==> config.mk <==
export PLATFORM = sky130hd
export DESIGN_NAME = p8_fp32_dec_pipe
export DESIGN_NICKNAME = d
export VERILOG_FILES = /design/src/rtl/p8_fp32_dec_pipe.sv
export SDC_FILE = /design/constraint.sdc
export NUM_CORES = 1
export LEC_CHECK = 0
export CAP_MARGIN = 40
export CORE_AREA = 2 2 64 66
export CTS_CLUSTER_SIZE = 25
export DETAILED_ROUTE_END_ITERATION = 10
export DIE_AREA = 0 0 66 68
export GPL_TIMING_DRIVEN = 0
export PLACE_DENSITY = 0.87
export SYNTH_ARGS = -nofsm -noshare
export SYNTH_HDL_FRONTEND = slang
export SYNTH_SLANG_ARGS = --single-unit
==> constraint.sdc <==
create_clock -name clk -period 5.2 [get_ports clk]
set_clock_uncertainty 0.1 [all_clocks]
set_input_delay 0.78 -clock clk [delete_from_list [all_inputs] [get_ports clk]]
set_output_delay 0.78 -clock clk [all_outputs]
set_load 0.05 [all_outputs]
==> src/rtl/p8_fp32_dec_pipe.sv <==
// Two-stage pipelined posit<8,0> -> IEEE-754 binary32 decoder with valid/ready on both sides.
// Optional completed-transfer counter (xfer_cnt) enabled by defining P8_FP32_DEC_CNT_EN.
module p8_fp32_dec_pipe #(
  parameter int unsigned CNT_W    = 16,
  parameter logic [31:0] NAR_FP32 = 32'h7FC00000
) (
  input  logic        clk,
  input  logic        rst,
  input  logic        in_valid,
  output logic        in_ready,
  input  logic [7:0]  p8_in,
  output logic        out_valid,
  input  logic        out_ready,
  output logic [31:0] fp32_out,
  output logic        out_nar
`ifdef P8_FP32_DEC_CNT_EN
  , output logic [CNT_W-1:0] xfer_cnt
`endif
);

  localparam int unsigned AW = 7;

  logic          s1_valid_q, s1_valid_d;
  logic          s1_sign_q, s1_sign_d;
  logic [AW-1:0] s1_a_q, s1_a_d;
  logic          s1_zero_q, s1_zero_d;
  logic          s1_nar_q, s1_nar_d;
  logic          s2_valid_q, s2_valid_d;
  logic [31:0]   fp32_q, fp32_d;
  logic          nar2_q, nar2_d;

  logic          s2_free;
  logic          s1_load;
  logic          s2_load;
  logic [7:0]    p8_neg;
  logic          run;
  logic [3:0]    m;
  logic [AW-1:0] rem;
  logic [7:0]    exp_c;
  logic [31:0]   fp32_c;

  assign s2_free   = !s2_valid_q || out_ready;
  assign in_ready  = !s1_valid_q || s2_free;
  assign s1_load   = in_valid && in_ready;
  assign s2_load   = s1_valid_q && s2_free;
  assign out_valid = s2_valid_q;
  assign fp32_out  = fp32_q;
  assign out_nar   = nar2_q;

  // Regime decode: measure the run from bit 6, drop run and terminator, left-align the rest.
  always_comb begin
    run = 1'b1;
    m   = 4'd0;
    for (int i = AW - 1; i >= 0; i--) begin
      if (run && (s1_a_q[i] == s1_a_q[AW-1])) begin
        m = m + 4'd1;
      end else begin
        run = 1'b0;
      end
    end
    rem    = AW'(s1_a_q << (m + 4'd1));
    exp_c  = s1_a_q[AW-1] ? 8'(8'd126 + 8'(m)) : 8'(8'd127 - 8'(m));
    fp32_c = {s1_sign_q, exp_c, rem, 16'd0};
    if (s1_zero_q) begin
      fp32_c = 32'h0000_0000;
    end else if (s1_nar_q) begin
      fp32_c = NAR_FP32;
    end
  end

  // Next-state for both stages.
  always_comb begin
    s1_valid_d = s1_valid_q;
    s1_sign_d  = s1_sign_q;
    s1_a_d     = s1_a_q;
    s1_zero_d  = s1_zero_q;
    s1_nar_d   = s1_nar_q;
    s2_valid_d = s2_valid_q;
    fp32_d     = fp32_q;
    nar2_d     = nar2_q;
    p8_neg     = 8'(~p8_in + 8'd1);

    if (in_ready) begin
      s1_valid_d = in_valid;
    end
    if (s1_load) begin
      s1_sign_d = p8_in[7];
      s1_a_d    = p8_in[7] ? p8_neg[AW-1:0] : p8_in[AW-1:0];
      s1_zero_d = (p8_in == 8'h00);
      s1_nar_d  = (p8_in == 8'h80);
    end
    if (s2_free) begin
      s2_valid_d = s1_valid_q;
    end
    if (s2_load) begin
      fp32_d = fp32_c;
      nar2_d = s1_nar_q;
    end
  end

  always_ff @(posedge clk or posedge rst) begin
    if (rst) begin
      s1_valid_q <= 1'b0;
      s1_sign_q  <= 1'b0;
      s1_a_q     <= '0;
      s1_zero_q  <= 1'b0;
      s1_nar_q   <= 1'b0;
      s2_valid_q <= 1'b0;
      fp32_q     <= 32'h0000_0000;
      nar2_q     <= 1'b0;
    end else begin
      s1_valid_q <= s1_valid_d;
      s1_sign_q  <= s1_sign_d;
      s1_a_q     <= s1_a_d;
      s1_zero_q  <= s1_zero_d;
      s1_nar_q   <= s1_nar_d;
      s2_valid_q <= s2_valid_d;
      fp32_q     <= fp32_d;
      nar2_q     <= nar2_d;
    end
  end

`ifdef P8_FP32_DEC_CNT_EN
  logic [CNT_W-1:0] xfer_cnt_q, xfer_cnt_d;

  // Counts completed output handshakes; wraps naturally.
  always_comb begin
    xfer_cnt_d = xfer_cnt_q;
    if (s2_valid_q && out_ready) begin
      xfer_cnt_d = xfer_cnt_q + CNT_W'(1);
    end
  end

  always_ff @(posedge clk or posedge rst) begin
    if (rst) begin
      xfer_cnt_q <= '0;
    end else begin
      xfer_cnt_q <= xfer_cnt_d;
    end
  end

  assign xfer_cnt = xfer_cnt_q;
`endif

endmodule

==> metrics.md, run 1 <==
| Metric | Value |
|---|---|
| Status | `complete, no violations` |
| Register area share after synthesis | `0.366` |
| Maximum clock rate | `0.310 GHz` |
| Sinks on Clock Net | `28` |
| Max FO, Critical Path | `9` |
| CTS tree | `done` |
| Cells after Synth | `213` |
| Total track usage | `0.181` |
| DR pass1 iterations | `4` |
| FILL cells | `341` |
| Hold violation count in the final report | `0` |
| Flip-flop and latch area | `701 um2` |
| Global-route wire length before repair | `6.44 mm` |
| Max clock buf depth | `2` |
| Total CTS buffers | `3` |
| Full die area | `4490 um2` |
| Syn-to-layout area delta | `25.9%` |
| DRC violations left | `0` |
| RSZ-0062 raised after global routing | `no` |
| Worst EP required | `5.32 ns` |
| Final min period | `3.22 ns` |
| Max-slew violations | `0` |
| DP Wirelength | `2.98 mm` |
| Post-synthesis cell type count | `52` |
| Synth warn | `0` |
| Port buffer count | `29` |
| GPL Wtd Cong | `0.917` |
| Final core occ | `0.625` |
| Rows | `23` |
| Initial DRC count | `92` |
| Antenna Nets Post-Route | `0` |
| #FFs+latches synth | `28` |
| VDD IR max | `0.166 mV` |
| Die Height | `68 um` |
| CP Capture Type | `flip-flop` |
| Layout cells sized above 1 | `0.168` |
| Post-CTS resize count | `0` |
| Final TNS setup | `0 ns` |
| Slew HR | `0.638` |
| Fin crit share | `0.619` |
| Final nets | `280` |
| Critical path buffers and inverters | `3` |
| Routed vias/inst | `5.07` |
| Endpoints failing setup | `0` |
| Post-Syn Area | `1910 um2` |
| CP max stage cell | `or4_1` |
| Footprint of the multi-input gates | `1020 um2` |
| Post-synth EDFFs | `0` |
| Synth Flop Type | `dfrtp_1` |
| Async S/R FF share, synth | `1.00` |
| Commonest non-fill, non-tap cell in the layout | `nand2_1` |
| Routed WL | `3.75 mm` |
| Vias in the first global route | `1472` |
| Boundary Pins | `47` |
| Worst-skew pair later-pin latency | `0.28 ns` |
| Worst path arrival time | `3.34 ns` |
| Post-CTS Setup Repair Bufs | `0` |
| Die width | `66 um` |
| Initial antenna violation count | `0` |
| Syn Area/Cell | `8.99 um2` |
| Root buf cell | `clkbuf_8` |
| ANT cells | `0` |
| Worst path max stage delay | `0.55 ns` |
| CP delay by family, top | `simple AND/OR/NAND/NOR gates` |
| P_leak | `0.00111 uW` |
| Pin count of the biggest net entering global routing | `17` |
| Worst path cell trace | `buf_2 > or4_1 > nand2b_1 > buf_4 > a21oi_1 > nor2_1 > inv_1 > ha_1 > xor2_4 > a2111oi_0 > and3_1 > a221o_1` |
| Total gr overflow | `0` |
| Worst-Margin Slew | `0.529 ns` |
| Power Density | `437 nW/um2` |
| Starting density of the core | `0.496` |
| Critical path type | `flip-flop to flip-flop` |
| Maxcap violations | `0` |
| Hold/Removal Path Class | `flip-flop to flip-flop` |
| Drt wl/cell | `12.0 um` |
| Clk slew on worst S/H paths | `0.10 ns` |
| Core area | `3860 um2` |
| CTS Hold Bufs | `0` |
| CTS H-tree depth | `1` |
| Most frequent cells in the layout | `nand2_1, clkdlybuf4s50_1, dfrtp_1` |
| DR vias | `1581` |
| Startpoint types | `flip-flop` |
[cell type report]
class,count,area share
timing repair buffer,30,0.127
clock buffer,3,0.0171
tap,50,0.0260
multi-input combinational,160,0.425
clock inverter,1,0.0125
buffer,32,0.0893
sequential,28,0.291
inverter,8,0.0125
[final timing paths]
check	start	endpoint	slack [ns]	cells past startpoint
hold / removal	fp32_out[18]$_DFFE_PP0P_	fp32_out[18]$_DFFE_PP0P_	0.38	2
max in group asynchronous	rst	fp32_out[17]$_DFFE_PP0P_	3.78	3
setup / recovery	s1_a_q[6]$_DFFE_PP0P_	fp32_out[19]$_DFFE_PP0P_	1.98	12
min in group asynchronous	rst	out_valid$_DFFE_PP0P_	0.73	2
setup reg to reg	s1_a_q[6]$_DFFE_PP0P_	fp32_out[19]$_DFFE_PP0P_	1.98	12
hold reg to reg	fp32_out[18]$_DFFE_PP0P_	fp32_out[18]$_DFFE_PP0P_	0.38	2
[synthesized netlist by cell type, drive strengths merged, types with 5 or more instances]
library cell | count | share of area
a21oi | 6 | 0.018
inv | 8 | 0.016
ha | 5 | 0.033
o21ai | 17 | 0.044
clkbuf | 7 | 0.014
nor2 | 12 | 0.024
o31ai | 6 | 0.024
nand2 | 31 | 0.061
dfrtp | 28 | 0.37
nand2b | 6 | 0.020
buf | 25 | 0.099
[worst register-to-register path: cells and delay by family (launching register included)]
kind	cells	cell delay (ns)
buffers and inverters	3	0.42
AND/OR/NAND/NOR	4	1.05
flip-flops	1	0.38
adder cells (fa/ha/maj)	1	0.29
XOR/XNOR	1	0.22
AO/OA/AOI/OAI	3	0.70
[metal layers]
layer | share of wire | GRT usage | vias up
met5 | 0 | 0 | -
met1 | 0.43 | 0.207 | 731
met3 | 0.047 | 0.0214 | 5
met4 | 0.011 | 0.0510 | 0
met2 | 0.51 | 0.356 | 42
li1 | - | - | 803
[stage by stage]
step                      hold slack, ns  total power, uW  worst slack (ns)  cell area [um2]  cells
after floorplan                    0.346              736              2.29             1970    228
after global placement             0.361              868              2.08             2320    307
after detailed placement           0.365              884              2.02             2340    308
after CTS                          0.393             1060              1.98             2410    312
after global routing               0.414             1110              1.77             2410    312
final                              0.384             1050              1.98             2410    312
[flip-flops by register name, summed over array words and instances, names as in the netlist]
register,count
fp32_out,15
s1_a_q,7
out_nar,1
out_valid,1
s1_nar_q,1
s1_sign_q,1
s1_valid_q,1
s1_zero_q,1
[report_power, final]
group          switching, uW  internal, uW
clock network           69.1           103
logic                    369           217
registers               26.5           268
[logic make-up (layout without fill, tap and decap cells)]
family                   after synthesis  count (layout)  synth area share
AO/OA/AOI/OAI                         54              54             0.212
other                                  2              17           0.00392
flip-flops                            28              28             0.366
XOR/XNOR                               8               8            0.0464
buffers and inverters                 40              74             0.128
multiplexers                           5               5            0.0307
adder cells (fa/ha/maj)                5               5            0.0327
AND/OR/NAND/NOR                       71              71             0.180
No activity file was read; power rests on OpenSTA's default activity.
==> inputs of run 2 (changes only) <==
--- a/config.mk
+++ b/config.mk
@@ -6,12 +6,12 @@
 export NUM_CORES = 1
 export LEC_CHECK = 0
 export CAP_MARGIN = 40
-export CORE_AREA = 2 2 64 66
+export CORE_AREA = 2 2 65 67
 export CTS_CLUSTER_SIZE = 25
 export DETAILED_ROUTE_END_ITERATION = 10
-export DIE_AREA = 0 0 66 68
+export DIE_AREA = 0 0 67 69
 export GPL_TIMING_DRIVEN = 0
-export PLACE_DENSITY = 0.87
+export PLACE_DENSITY = 0.84
 export SYNTH_ARGS = -nofsm -noshare
 export SYNTH_HDL_FRONTEND = slang
 export SYNTH_SLANG_ARGS = --single-unit
==> constraint.sdc (replaced) <==
create_clock -name clk -period 3.27 [get_ports clk]
set_clock_uncertainty 0.1 [all_clocks]
set_input_delay 0.4905 -clock clk [delete_from_list [all_inputs] [get_ports clk]]
set_output_delay 0.4905 -clock clk [all_outputs]
set_load 0.05 [all_outputs]
==> metrics.md, run 2 (synthesized netlist as in run 1, its figures left out) <==
| Metric | Value |
|---|---|
| ANT cells | `0 (unchanged)` |
| Drt wl/cell | `11.2 um (was 12.0 um)` |
| Clk slew on worst S/H paths | `0.10 ns (about the same)` |
| Footprint of the multi-input gates | `1030 um2 (was 1020 um2)` |
| Hold/Removal Path Class | `flip-flop to flip-flop (unchanged)` |
| Maximum clock rate | `0.328 GHz (was 0.310 GHz)` |
| Worst path arrival time | `3.15 ns (was 3.34 ns)` |
| Worst EP required | `3.38 ns (was 5.32 ns)` |
| VDD IR max | `0.255 mV (was 0.166 mV)` |
| Starting density of the core | `0.489 (was 0.496)` |
| CP max stage cell | `or4_1 (unchanged)` |
| GPL Wtd Cong | `0.907 (was 0.917)` |
| CP Capture Type | `flip-flop (unchanged)` |
| Routed vias/inst | `5.02 (was 5.07)` |
| Antenna Nets Post-Route | `0 (unchanged)` |
| Port buffer count | `29 (unchanged)` |
| Critical path buffers and inverters | `3 (unchanged)` |
| Flip-flop and latch area | `701 um2 (unchanged)` |
| Rows | `23 (unchanged)` |
| Maxcap violations | `0 (unchanged)` |
| Most frequent cells in the layout | `nand2_1, clkdlybuf4s50_1, dfrtp_1 (unchanged)` |
| Max FO, Critical Path | `9 (unchanged)` |
| Max clock buf depth | `2 (unchanged)` |
| FILL cells | `353 (was 341)` |
| Total gr overflow | `0 (unchanged)` |
| Dpl cells | `308 (unchanged)` |
| Global-route wire length before repair | `5.85 mm (was 6.44 mm)` |
| Boundary Pins | `47 (unchanged)` |
| Max reg flops | `15 (unchanged)` |
| Initial antenna violation count | `0 (unchanged)` |
| Post-Place Setup Slack | `0.164 ns (was 2.02 ns)` |
| Final min period | `3.05 ns (was 3.22 ns)` |
| CTS H-tree depth | `1 (unchanged)` |
| Hold violation count in the final report | `0 (unchanged)` |
| Syn-to-layout area delta | `26.1% (was 25.9%)` |
| CP delay by family, top | `compound AO/OA/AOI/OAI gates (was simple AND/OR/NAND/NOR gates)` |
| DR vias | `1567 (was 1581)` |
| DR pass1 iterations | `4 (unchanged)` |
| Full die area | `4620 um2 (was 4490 um2)` |
| Worst-Margin Slew | `0.527 ns (was 0.529 ns)` |
| Pin count of the biggest net entering global routing | `17 (unchanged)` |
| P_leak | `0.00111 uW (about the same)` |
| Fin crit share | `0.932 (was 0.619)` |
| DRC violations left | `0 (unchanged)` |
| Commonest non-fill, non-tap cell in the layout | `nand2_1 (unchanged)` |
| Die Height | `69 um (was 68 um)` |
| Die width | `67 um (was 66 um)` |
| Total track usage | `0.157 (was 0.181)` |
| Final instance area | `2410 um2 (about the same)` |
| Core area | `3910 um2 (was 3860 um2)` |
| RSZ-0062 raised after global routing | `no (unchanged)` |
| Worst path max stage delay | `0.55 ns (about the same)` |
| Worst-skew pair later-pin latency | `0.28 ns (about the same)` |
| Startpoint types | `flip-flop (unchanged)` |
| Final nets | `280 (unchanged)` |
| CTS tree | `done (unchanged)` |
| Post-CTS Setup Repair Bufs | `0 (unchanged)` |
| DP Wirelength | `2.79 mm (was 2.98 mm)` |
| Sinks on Clock Net | `28 (unchanged)` |
| Slew HR | `0.640 (was 0.638)` |
| Final setup margin | `0.221 ns (was 1.98 ns)` |
| Fin Hold WS | `0.384 ns (about the same)` |
| Status | `complete, no violations (unchanged)` |
| Power Density | `690 nW/um2 (was 437 nW/um2)` |
| Endpoints failing setup | `0 (unchanged)` |
| Root buf cell | `clkbuf_8 (unchanged)` |
| Final TNS setup | `0 ns (unchanged)` |
| Initial DRC count | `95 (was 92)` |
| Vias in the first global route | `1358 (was 1472)` |
| Max-slew violations | `0 (unchanged)` |
| Worst path cell trace | `buf_2 > or4_1 > nand2b_1 > buf_4 > a21oi_1 > nor2_2 > inv_1 > ha_1 > xor2_4 > a2111o_1 > o31a_1 > o21ai_1 (was buf_2 > or4_1 > nand2b_1 > buf_4 > a21oi_1 > nor2_1 > inv_1 > ha_1 > xor2_4 > a2111oi_0 > and3_1 > a221o_1)` |
| Critical path type | `flip-flop to flip-flop (unchanged)` |
| Layout cells sized above 1 | `0.172 (was 0.168)` |
| Total CTS buffers | `3 (unchanged)` |
| Dpl cell area | `2340 um2 (unchanged)` |
| Fin cells | `312 (unchanged)` |
| Routed WL | `3.49 mm (was 3.75 mm)` |
run 2: cell count changes in the layout (fill, tap and decap cells not counted):
cell,before,now
nor2_1,12,11
a2111oi_0,3,2
a2111oi_1,0,1
nor2_2,0,1
run 2: repair_timing:
item / 4_1_cts / 5_1_grt
gates resized for setup: 0 / 2
hold buffers: 0 / 0
setup endpoints to repair: 0 / 6
run 2: path summary, 6_finish.rpt:
| path | startpoint | end | slack, ns | cells after the start |
|---|---|---|---|---|
| max | s1_a_q[6]$_DFFE_PP0P_ | fp32_out[20]$_DFFE_PP0P_ | 0.22 | 12 |
| min | fp32_out[23]$_DFFE_PP0P_ | fp32_out[23]$_DFFE_PP0P_ | 0.38 | 2 |
| max reg2reg | s1_a_q[6]$_DFFE_PP0P_ | fp32_out[20]$_DFFE_PP0P_ | 0.22 | 12 |
| min reg2reg | fp32_out[23]$_DFFE_PP0P_ | fp32_out[23]$_DFFE_PP0P_ | 0.38 | 2 |
| max in group asynchronous | rst | fp32_out[21]$_DFFE_PP0P_ | 2.13 | 3 |
| min in group asynchronous | rst | out_nar$_DFFE_PP0P_ | 0.45 | 2 |
run 2: layer usage:
layer  wire length (um)  up-vias  part of all wire  GRT usage
met5                  0        -                 0          0
met4                 34        0            0.0097     0.0612
met3                175        4             0.050     0.0245
met2               1750       43              0.50      0.257
met1               1540      710              0.44      0.203
li1                   -      810                 -          -
run 2: worst min-delay path, delay by kind of cell (launching register included):
family / cells / cell delay, ns
AOI/OAI and AO/OA: 1 / 0.06
and+or+nand+nor: 1 / 0.05
DFF: 1 / 0.35
run 2: metrics by stage:
step                       util  power, uW
after floorplan               -       1170
after global placement    0.594       1380
after detailed placement  0.598       1400
after CTS                 0.616       1680
after global routing      0.617       1770
final                     0.617       1670
run 2: final cells by class:
type | instances | share of cell area
Inverter | 8 | 0.0124
Clock buffer | 3 | 0.0171
Timing Repair Buffer | 30 | 0.126
Clock inverter | 1 | 0.0124
Multi-Input combinational cell | 160 | 0.426
Sequential cell | 28 | 0.290
Buffer | 32 | 0.0892
Tap cell | 50 | 0.0259
run 2: where the power goes:
group	total, uW	internal, uW	switching, uW
combinational	927	347	580
clock	272	164	108
sequential	467	426	41.2
